<file path="src/rtl/pet_mood.sv">
// Pet mood FSM: registered stats, hysteresis, 1 s prescaler, death timer.
// Optional PET_SLEEP_EN adds a SLEEP mood driven by critical energy.
module pet_mood #(
    parameter int unsigned TICK_DIV   = 27_000_000,
    parameter int unsigned WARN_LVL   = 10,
    parameter int unsigned CRIT_LVL   = 14,
    parameter int unsigned HYST       = 2,
    parameter int unsigned DEATH_SECS = 30
) (
    input  logic       clk,
    input  logic       reset,
    input  logic [3:0] hunger,
    input  logic [3:0] happiness,
    input  logic [3:0] health,
    input  logic [3:0] hygiene,
    input  logic [3:0] energy,
    input  logic       revive,
    output logic [2:0] mood,
    output logic       mood_chg,
    output logic       alarm,
    output logic       dead,
    output logic [7:0] crit_secs
);

    typedef enum logic [2:0] {
        HAPPY  = 3'd0,
        HUNGRY = 3'd1,
        SICK   = 3'd2,
        DIRTY  = 3'd3,
        TIRED  = 3'd4,
        SAD    = 3'd5,
        SLEEP  = 3'd6,
        DEAD   = 3'd7
    } mood_t;

    localparam int unsigned PW = $clog2(TICK_DIV);
    localparam logic [PW-1:0] TOP  = PW'(TICK_DIV - 1);
    localparam logic [3:0]    WARN = 4'(WARN_LVL);
    localparam logic [3:0]    CRIT = 4'(CRIT_LVL);
    localparam logic [3:0]    EXIT = 4'(WARN_LVL - HYST);
    localparam logic [7:0]    DSEC = 8'(DEATH_SECS);

    logic [3:0]    hunger_q, happy_q, health_q, hyg_q, energy_q;
    mood_t         state, nxt;
    logic [PW-1:0] cnt;
    logic          tick;
    logic          cand_ok;
    mood_t         cand;
    logic [3:0]    cand_val, cur_val;
    logic          any_crit, alarm_d;
    logic [7:0]    crit_d;

    assign tick = (cnt == TOP);

    always_ff @(posedge clk or posedge reset) begin
        if (reset) begin
            hunger_q <= '0;
            happy_q  <= '0;
            health_q <= '0;
            hyg_q    <= '0;
            energy_q <= '0;
        end else begin
            hunger_q <= hunger;
            happy_q  <= happiness;
            health_q <= health;
            hyg_q    <= hygiene;
            energy_q <= energy;
        end
    end

    // Highest stat wins; checked in tie-priority order so only a strictly
    // larger value can displace an earlier candidate.
    always_comb begin
        cand_ok  = 1'b0;
        cand     = HAPPY;
        cand_val = '0;
        if (health_q >= WARN) begin
            cand_ok = 1'b1; cand = SICK; cand_val = health_q;
        end
        if (hunger_q >= WARN && (!cand_ok || hunger_q > cand_val)) begin
            cand_ok = 1'b1; cand = HUNGRY; cand_val = hunger_q;
        end
        if (energy_q >= WARN && (!cand_ok || energy_q > cand_val)) begin
            cand_ok = 1'b1; cand = TIRED; cand_val = energy_q;
        end
        if (hyg_q >= WARN && (!cand_ok || hyg_q > cand_val)) begin
            cand_ok = 1'b1; cand = DIRTY; cand_val = hyg_q;
        end
        if (happy_q >= WARN && (!cand_ok || happy_q > cand_val)) begin
            cand_ok = 1'b1; cand = SAD; cand_val = happy_q;
        end
    end

    always_comb begin
        case (state)
            HUNGRY:  cur_val = hunger_q;
            SICK:    cur_val = health_q;
            DIRTY:   cur_val = hyg_q;
            TIRED:   cur_val = energy_q;
            SAD:     cur_val = happy_q;
            default: cur_val = '0;
        endcase
    end

    always_comb begin
        nxt = state;
        case (state)
            DEAD: begin
                if (revive) nxt = HAPPY;
            end
            HAPPY: begin
                if (cand_ok) nxt = cand;
            end
            SLEEP: begin
                if (energy_q <= EXIT) nxt = cand_ok ? cand : HAPPY;
            end
            default: begin
                if (cand_ok && cand_val > cur_val)
                    nxt = cand;
                else if (cur_val <= EXIT)
                    nxt = cand_ok ? cand : HAPPY;
            end
        endcase
`ifdef PET_SLEEP_EN
        if (state != DEAD && energy_q >= CRIT) nxt = SLEEP;
`endif
        if (state != DEAD && crit_secs >= DSEC) nxt = DEAD;
    end

    always_comb begin
        any_crit = (health_q >= CRIT) || (hunger_q >= CRIT)
                || (hyg_q >= CRIT) || (happy_q >= CRIT);
`ifdef PET_SLEEP_EN
        if (energy_q >= CRIT && nxt != SLEEP) any_crit = 1'b1;
`else
        if (energy_q >= CRIT) any_crit = 1'b1;
`endif
        alarm_d = any_crit && (nxt != DEAD);
    end

    always_comb begin
        crit_d = crit_secs;
        if (state == DEAD) begin
            if (revive) crit_d = '0;
        end else if (health_q < CRIT) begin
            crit_d = '0;
        end else if (tick && crit_secs != 8'hff) begin
            crit_d = crit_secs + 8'd1;
        end
    end

    always_ff @(posedge clk or posedge reset) begin
        if (reset) begin
            state     <= HAPPY;
            mood_chg  <= 1'b0;
            alarm     <= 1'b0;
            crit_secs <= '0;
            cnt       <= '0;
        end else begin
            state     <= nxt;
            mood_chg  <= (nxt != state);
            alarm     <= alarm_d;
            crit_secs <= crit_d;
            if ((state == DEAD && revive) || tick)
                cnt <= '0;
            else
                cnt <= cnt + 1'b1;
        end
    end

    assign mood = state;
    assign dead = (state == DEAD);

endmodule

</file>
<file path="config.mk">
export PLATFORM = sky130hd
export DESIGN_NAME = pet_mood
export DESIGN_NICKNAME = d
export VERILOG_FILES = /design/src/rtl/pet_mood.sv
export SDC_FILE = /design/constraint.sdc
export NUM_CORES = 1
export LEC_CHECK = 0
export CAP_MARGIN = 40
export CORE_AREA = 8 8 94 96
export CTS_CLUSTER_DIAMETER = 200
export DETAILED_ROUTE_END_ITERATION = 7
export DIE_AREA = 0 0 102 104
export GPL_ROUTABILITY_DRIVEN = 0
export PLACE_DENSITY_LB_ADDON = 0.2
export RECOVER_POWER = 25
export SYNTH_ARGS = -nofsm -noshare
export SYNTH_HDL_FRONTEND = slang
export SYNTH_SLANG_ARGS = --single-unit
</file>
<file path="constraint.sdc">
create_clock -name clk -period 8.05 [get_ports clk]
set_input_delay 1.2075 -clock clk [delete_from_list [all_inputs] [get_ports clk]]
set_output_delay 1.2075 -clock clk [all_outputs]
set_load 0.03 [all_outputs]
</file>
==> flow_summary.ini <==
[status]
status = finished with violations
violations = capacitance limit, slew limit

[grt]
grt_pass1_wl_um = 14100
gr-usage-all-layers_pct = 16.6
overflow = 0
grt_max_degree = 59
grt_use_met1_pct = 20.9
met2_usage_pct = 26.2
first_global_vias = 2902
grt_busiest_layer = met2
antenna_found_initial = 0
grtUsageMet3_pct = 3.68

[sta]
fin_setup_tns_ps = 0
worst_pin_slew_ps = 3040
fin_crit_ps = 7630
slew_headroom_pct = -103
final-hold-violation-count = 0
fin_worst_skew_ps = 11.9
slew_viol_final = 59
period_share_pct = 94.8
fmax_ghz = 0.131
finalSetupViolations = 0
rsz0062_at_grt = no

[final_layout]
n_antenna_cell = 0
drive_above_1_share_pct = 9.39
nets = 467
final_design_area_no_fill_mm2 = 0.00424
area_growth_pct = 18.2

[routing]
drc = 0
num_vias = 2955
wl_um = 8400
drt_iter0_drc = 129
ant_nets = 0
first_pass_iters = 4
routed_via_density = 5.60
wire_per_inst_um = 15.9

[pwr]
ir_worst_vdd_uv = 115
p_per_area_mw_per_mm2 = 240
power.leakage_nw = 1.90

[yosys]
ys_types = 65
synth_edf_count = 0
ys.flop_type = dfrtp_1
synthArstFlopShare_pct = 100
synth_seq_area_share_pct = 40.4
ys.warnings.count = 0
syn-num-nets = 426
ys_ff_latch = 58
syn_area_per_cell_um2 = 9.45
syn_inst = 380
netlist_area_mm2 = 0.00359

[clocking]
cts_hold_repair.buffers = 0
htree_levels = 3
cts_buffers = 9
cts_tree = built
cts_root_buf = clkbuf_8
clk_latency_ps = 340
clock_path_buffers = 2
clk_pin_slew_ps = 70
cts_sinks = 58

[die]
ioPinCount = 37
fp.coreArea_mm2 = 0.00745
die_area_mm2 = 0.0106
initial_core_util_pct = 48.2
rows = 32
die_h_um = 104
die_w_um = 102

[min_path]
min_path_type = reg2reg
worst_hold_path.endpoint = cnt[0]
hold-path-cell-count = 1
hp-start = cnt[0]

[critical_path]
slowest_delay_ps = 470
reg2reg_slack_ps = 420
cp.arrival_ps = 7870
reg2reg_depth = 35
crit_path_frequent_cell = ha_1
critPathBufInv = 1
startpoint_type = flop
end_kind = flop
crit_family = compound AO/OA/AOI/OAI gates
path_max_fanout = 5
r2r_end = mood_chg
slowest_stage = or4_1
worstSetupPathType = reg2reg
worstReg2RegStart = health_q[2]
crit_required_ps = 8280

[flow_run]
drv_cap = 1

[place]
numPortBuffers = 36
place_area_mm2 = 0.00405
hpwl_um = 6240
[cells in the mapped netlist, types with 8 or more instances]
master	number	area share, %
o21ai_0	22	3.1
and3_1	10	1.7
nand3_1	24	3.3
mux2i_1	8	2.2
o21a_1	8	1.7
xor2_1	19	4.6
nand2b_1	9	1.6
a21oi_1	11	1.5
dfrtp_1	58	40
nand2_1	29	3.0
nor2_1	43	4.5
inv_1	16	1.7
ha_1	23	8.0
nand4_1	12	2.1
[through the flow]
step	hold slack (ps)	cells	setup slack (ps)	util, %	power, mW
after CTS	481	528	52.2	56.6	1.02
after floorplan	447	380	750	-	0.682
final	481	528	415	57.0	1.02
after detailed placement	472	512	86.6	54.3	0.774
after global placement	473	512	408	54.3	0.766
after global routing	513	528	24.5	57.0	1.09
[worst max-delay path by stage]
stage	start	endpoint	slack (ps)	cells after the start
4_1_cts	health_q[2]	mood_chg	50	37
3_5_place_dp	health_q[2]	mood_chg	90	37
5_1_grt	health_q[2]	mood_chg	20	37
3_3_place_gp	health_q[2]	mood_chg	410	37
6_report	health_q[2]	mood_chg	420	35
2_1_floorplan	health_q[2]	mood_chg	750	37
[power breakdown]
group	switching, mW	internal, mW	total [mW]
clock network	0.118	0.118	0.237
registers	0.0640	0.324	0.388
logic	0.216	0.176	0.392
[layer usage]
| layer | vias to the layer above | wire, um |
|---|---|---|
| met5 | - | 0 |
| met4 | 0 | 173 |
| met3 | 14 | 354 |
| li1 | 1461 | - |
| met2 | 66 | 4180 |
| met1 | 1414 | 3690 |
[what timing repair did]
item,in CTS,in global routing
gates resized for setup,0,7
setup buffers,0,0
endpoints found under the setup margin,0,2
[sequential cells by signal (all words and copies together) (netlist names)]
register   flops
mood_chg       1
cnt           25
mood           3
alarm          1
hyg_q          4
crit_secs      8
hunger_q       4
happy_q        4
health_q       4
energy_q       4
[area by class of cell]
cell class	count	area (um2)
Fill cell	686	3200
Multi-Input combinational cell	296	2050
Sequential cell	58	1450
Timing Repair Buffer	37	364
Clock buffer	11	141
Tap cell	102	128
Inverter	19	76.3
Clock inverter	5	30.0
[kinds of logic (layout without fill, tap and decap cells)]
group | after synthesis | in the layout | synth area share (%)
AO/OA/AOI/OAI | 82 | 82 | 16.1
AND/OR/NAND/NOR | 155 | 155 | 22.9
adder cells (fa/ha/maj) | 23 | 23 | 8.01
XOR/XNOR | 24 | 24 | 5.85
flip-flops | 58 | 58 | 40.4
multiplexers | 12 | 12 | 3.48
buffers and inverters | 26 | 72 | 3.24
[cell usage in the layout, fill, tap and decap left out, drive strengths merged, types with 8 or more instances in the layout]
cell / instances
inv: 18
nor2: 44
mux2i: 8
dfrtp: 58
nand2b: 9
nand4: 12
o21ai: 29
dlygate4sd3: 22
and3: 10
o21a: 9
nand2: 29
clkdlybuf4s50: 14
nand3: 27
a21oi: 13
xor2: 19
clkbuf: 12
ha: 23
No activity file was read; power rests on OpenSTA's default activity.
